### config.mk
export PLATFORM = sky130hd
export DESIGN_NAME = controle_execucao
export DESIGN_NICKNAME = d
export VERILOG_FILES = /design/src/rtl/controle_execucao.sv
export SDC_FILE = /design/constraint.sdc
export NUM_CORES = 1
export LEC_CHECK = 0
export ABC_AREA = 1
export CAP_MARGIN = 5
export CELL_PAD_IN_SITES_DETAIL_PLACEMENT = 0
export CELL_PAD_IN_SITES_GLOBAL_PLACEMENT = 2
export CORE_AREA = 2 2 72 74
export DETAILED_ROUTE_END_ITERATION = 8
export DIE_AREA = 0 0 74 76
export HOLD_SLACK_MARGIN = 0.08
export PLACE_DENSITY = 0.88
export REMOVE_ABC_BUFFERS = 1
export SLEW_MARGIN = 20
export SYNTH_ARGS = -nofsm -noshare
export SYNTH_HDL_FRONTEND = slang
export SYNTH_SLANG_ARGS = --single-unit
### constraint.sdc
create_clock -name clock_fpga -period 2.7 [get_ports clock_fpga]
set_clock_uncertainty 0.05 [all_clocks]
set_input_delay 0.54 -clock clock_fpga [delete_from_list [all_inputs] [get_ports clock_fpga]]
set_output_delay 0.54 -clock clock_fpga [all_outputs]
set_load 0.01 [all_outputs]
### src/rtl/controle_execucao.sv
// rtl/controle_execucao.sv - run/step/halt execution controller feeding the clock divider (option: STEP_COUNT_EN)
module controle_execucao #(
  parameter int DEB_CYCLES = 1000000,
  parameter int DEB_W      = 20
) (
  input  logic        clock_fpga,
  input  logic        reset_n,
  input  logic        btn_n,
  input  logic        sw_modo,
  input  logic        halt_instr,
  input  logic        new_clock,
  output logic        congela,
  output logic        halt,
  output logic [1:0]  estado,
  output logic [15:0] step_count
);

  typedef enum logic [1:0] {
    ST_RUN    = 2'b00,
    ST_WAIT   = 2'b01,
    ST_FIRE   = 2'b10,
    ST_HALTED = 2'b11
  } state_t;

  // Last count value before the debounced level is allowed to flip.
  localparam logic [DEB_W-1:0] DEB_LAST = DEB_W'(DEB_CYCLES - 1);

  logic btn_meta_q, btn_sync_q;
  logic sw_meta_q, sw_sync_q;

  // Two-flop synchronisers; button idles released (1), switch idles free-run (0).
  always_ff @(posedge clock_fpga or negedge reset_n) begin
    if (!reset_n) begin
      btn_meta_q <= 1'b1;
      btn_sync_q <= 1'b1;
      sw_meta_q  <= 1'b0;
      sw_sync_q  <= 1'b0;
    end else begin
      btn_meta_q <= btn_n;
      btn_sync_q <= btn_meta_q;
      sw_meta_q  <= sw_modo;
      sw_sync_q  <= sw_meta_q;
    end
  end

  logic             deb_level_q, deb_level_d;
  logic [DEB_W-1:0] deb_cnt_q, deb_cnt_d;
  logic             press;

  // Debounce: count consecutive samples that disagree with the held level; any agreement restarts.
  always_comb begin
    deb_level_d = deb_level_q;
    deb_cnt_d   = '0;
    if (btn_sync_q != deb_level_q) begin
      if (deb_cnt_q >= DEB_LAST) begin
        deb_level_d = btn_sync_q;
      end else begin
        deb_cnt_d = deb_cnt_q + 1'b1;
      end
    end
  end

  // Press is the debounced falling edge of the active-low button.
  assign press = deb_level_q & ~deb_level_d;

  // Debounce state register.
  always_ff @(posedge clock_fpga or negedge reset_n) begin
    if (!reset_n) begin
      deb_level_q <= 1'b1;
      deb_cnt_q   <= '0;
    end else begin
      deb_level_q <= deb_level_d;
      deb_cnt_q   <= deb_cnt_d;
    end
  end

  state_t state_q, state_d;
  logic   congela_q, congela_d;
  logic   halt_q, halt_d;

  // State register plus registered divider controls.
  always_ff @(posedge clock_fpga or negedge reset_n) begin
    if (!reset_n) begin
      state_q   <= ST_RUN;
      congela_q <= 1'b0;
      halt_q    <= 1'b0;
    end else begin
      state_q   <= state_d;
      congela_q <= congela_d;
      halt_q    <= halt_d;
    end
  end

  // Next state; branch order encodes halt_instr > new_clock > press > sw_modo.
  always_comb begin
    state_d = state_q;
    case (state_q)
      ST_RUN: begin
        if (halt_instr)     state_d = ST_HALTED;
        else if (sw_sync_q) state_d = ST_WAIT;
      end
      ST_WAIT: begin
        if (press)           state_d = ST_FIRE;
        else if (!sw_sync_q) state_d = ST_RUN;
      end
      ST_FIRE: begin
        if (halt_instr)     state_d = ST_HALTED;
        else if (new_clock) state_d = ST_WAIT;
      end
      ST_HALTED: begin
        if (press) state_d = sw_sync_q ? ST_WAIT : ST_RUN;
      end
      default: state_d = ST_RUN;
    endcase
  end

  // Output decode from the next state so the registered outputs track state_q.
  always_comb begin
    congela_d = (state_d == ST_WAIT);
    halt_d    = (state_d == ST_HALTED);
  end

  assign congela = congela_q;
  assign halt    = halt_q;
  assign estado  = state_q;

`ifdef STEP_COUNT_EN
  logic [15:0] step_q;

  // Count divider ticks that actually advance the processor; wraps naturally.
  always_ff @(posedge clock_fpga or negedge reset_n) begin
    if (!reset_n) begin
      step_q <= 16'd0;
    end else if (new_clock && (state_q == ST_RUN || state_q == ST_FIRE)) begin
      step_q <= step_q + 16'd1;
    end
  end

  assign step_count = step_q;
`else
  assign step_count = 16'd0;
`endif

endmodule
==> results.md <==
* Status: completed
* Sinks on Clock Net at 29
* Layout cells sized above 1 at 0.0711
* GP Congestion at 0.761
* Initial detailed-routing violation count at 66
* Detail Placement HPWL at 2340 microns
* Period Utilization, post-route at 0.744
* Post-Route WL at 3060 microns
* Most frequent cell after synthesis: nand2_1
* Fin cells at 281
* Worst hold path class: reg -> reg
* Synth area leader: dfrtp_1
* Number of global-route vias before repair at 1139
* Commonest cells post-synth: nand2_1, nor2_1, dfrtp_1
* Most used cell along the critical path: nand2_1
* CP startpoint: deb_cnt_q[0]
* Largest net degree at the start of global routing at 30
* Setup TNS at 0 ps
* Register area share after synthesis at 0.466
* Reg2Reg Launch Point: deb_cnt_q[0]
* Area Overhead vs Synth at 13.7%
* Syn. warnings at 0
* Routed len/inst at 10.9 microns
* Diode count at 0
* Die Ht at 76 microns
* Final Hold Fails at 0
* Crit start category: register
* Synth top area cells: dfrtp_1, nand2_1, nor2_1
* Yosys reg bits at 29
* Post-Syn Area per Cell at 8.03 sq um
* Top FF cell, synth: dfrtp_1
* Initial core utilization at 0.319
* Worst Path Required at 2810 ps
* Num CTS Buffers at 5
* 1st-pass router iterations at 4
* Clock Tree Root: clkbuf_8
* Leak Pwr at 0.000808 uW
* Placeable Area at 4910 sq um
* Worst-skew pair later-pin latency at 280 ps
* Number of synthesized flops with an enable pin at 0
* Post-placement cell area at 1660 sq um
* Setup Crit Path Kind: reg -> reg
* Final setup viols at 0
* Cts hold-fix bufs at 0
* Fillers at 542
* Power Total at 1160 uW
* Critical-path top delay cell: dfrtp_1
* Peak supply drop at 0.372 mV
* CTS max path bufs at 2
* Final design instance area without fill at 1780 sq um
* Full die area at 5620 sq um
* # nets final at 217
* Cell Rows at 26
* Post-cts sizing count at 0
* Fmax achieved at 0.498 GHz
* CP arrival at 2120 ps
* DR DRC count at 0
* Placed instance count at 273
* Minimum clock period at 2010 ps
* CP max stage delay at 400 ps
* MaxCap Viol Count at 0
* Total Routing Usage GR at 0.121
* Netlist Area Pre-Place at 1570 sq um
* Synth Instances at 195
* CTS H-tree depth at 2
* Total number of vias at 1164
* Min setup slack post-route at 690 ps
* Grt ovf at 0
* PwrDens at 649 nW/um^2
* Area share of the largest cell type after synthesis at 0.415
* Hold Crit Start: sw_meta_q
* CP Capture Type: register
* Clock transition at path regs at 60 ps
* First-pass GRT wire length at 5150 microns
* I/O Buffers at 9
* Max-slew violation total from the final report at 0
* CP max FO at 12
* DRT antenna net count at 0
* CTS tree: yes
* Netlist cell types at 23
* Cell Chain, Critical Path: ha_1 -> nand2_2 -> nor2_2 -> nand2_1 -> nand2_1 -> nand2_1 -> a21boi_1 -> or2_1 -> buf_4 -> nor2_1
* Setup WS pre-CTS at 680 ps
* Vias per cell at 4.14
* Die X-Extent at 74 microns
* FFs w/ async S/R, synth at 1.00
* Postcts setup bufs at 0
* Unrepaired setup endpoints after global routing: no
* Antenna violations before repair at 0
* IO Pins at 26
[report_power, final]
group | internal [uW] | switching [uW]
Sequential | 472 | 25.9
Combinational | 88.7 | 102
Clock | 300 | 167
Total | 861 | 295
[registers in the layout (all words and copies together), names as in the netlist]
register     cells
btn_meta_q       1
estado           2
deb_level_q      1
congela          1
sw_meta_q        1
sw_sync_q        1
deb_cnt_q       20
btn_sync_q       1
halt             1
[per-stage QoR]
stage	hold slack, ps	utilization
6_report	300	0.362
3_5_place_dp	287	0.339
3_3_place_gp	287	0.339
2_1_floorplan	194	-
4_1_cts	302	0.362
5_1_grt	320	0.362
[worst max-delay path, delay by kind of cell (launching register included)]
kind / cells / cell delay, ps
AO/OA/AOI/OAI: 1 / 160
flip-flops: 1 / 400
adder cells (fa/ha/maj): 1 / 240
buffers and inverters: 1 / 250
AND/OR/NAND/NOR: 7 / 780
[cells by family after synthesis]
logic type,Yosys count,synth area share
buf+inv,37,0.142
other cells,1,0.00239
simple gates,108,0.292
flops,29,0.466
compound gates,8,0.0288
xor+xnor,11,0.0615
fa+ha+maj,1,0.00799
[area by class of cell]
type,count,area [sq um],area share
tap,70,87.6,0.0492
sequential,29,729,0.410
inverter,19,71.3,0.0401
clock inverter,1,30.0,0.0169
timing repair buffer,11,105,0.0590
clock buffer,7,86.3,0.0485
multi-input combinational,144,671,0.377
[worst paths after layout]
check | end | slack [ps] | cells after the start
worst max-delay path | deb_cnt_q[15] | 690 | 10
worst min-delay path | sw_sync_q | 300 | 0
worst max register to register | deb_cnt_q[15] | 690 | 10
worst min register to register | sw_sync_q | 300 | 0
max in group asynchronous | btn_meta_q | 1700 | 2
min in group asynchronous | deb_cnt_q[2] | 590 | 2
[cell usage in the layout (no fill, tap or decap)]
cell,Yosys,routed
inv_1,19,19
nor3_1,8,8
dfrtp_1,26,26
conb_1,1,16
or2_1,1,1
clkbuf_1,0,1
nor2_1,39,39
nand4_1,6,6
dfstp_2,3,3
buf_4,16,2
nor4_1,2,2
nand3_1,9,9
nand2_2,1,1
o21ai_0,4,4
bufinv_16,0,1
xor2_1,9,9
a21oi_1,2,2
clkdlybuf4s50_1,0,9
a21boi_1,1,1
nand2_1,40,40
o31ai_1,1,1
ha_1,1,1
clkbuf_8,0,6
nor2_2,2,2
xnor2_1,2,2
[metal layers]
metal / vias up / global-route usage / part of all wire
met5: - / 0 / 0
met4: 0 / 0.0491 / 0.020
li1: 610 / - / -
met3: 8 / 0.0384 / 0.040
met2: 21 / 0.187 / 0.48
met1: 525 / 0.155 / 0.46
(Power assumes the default switching activity.)
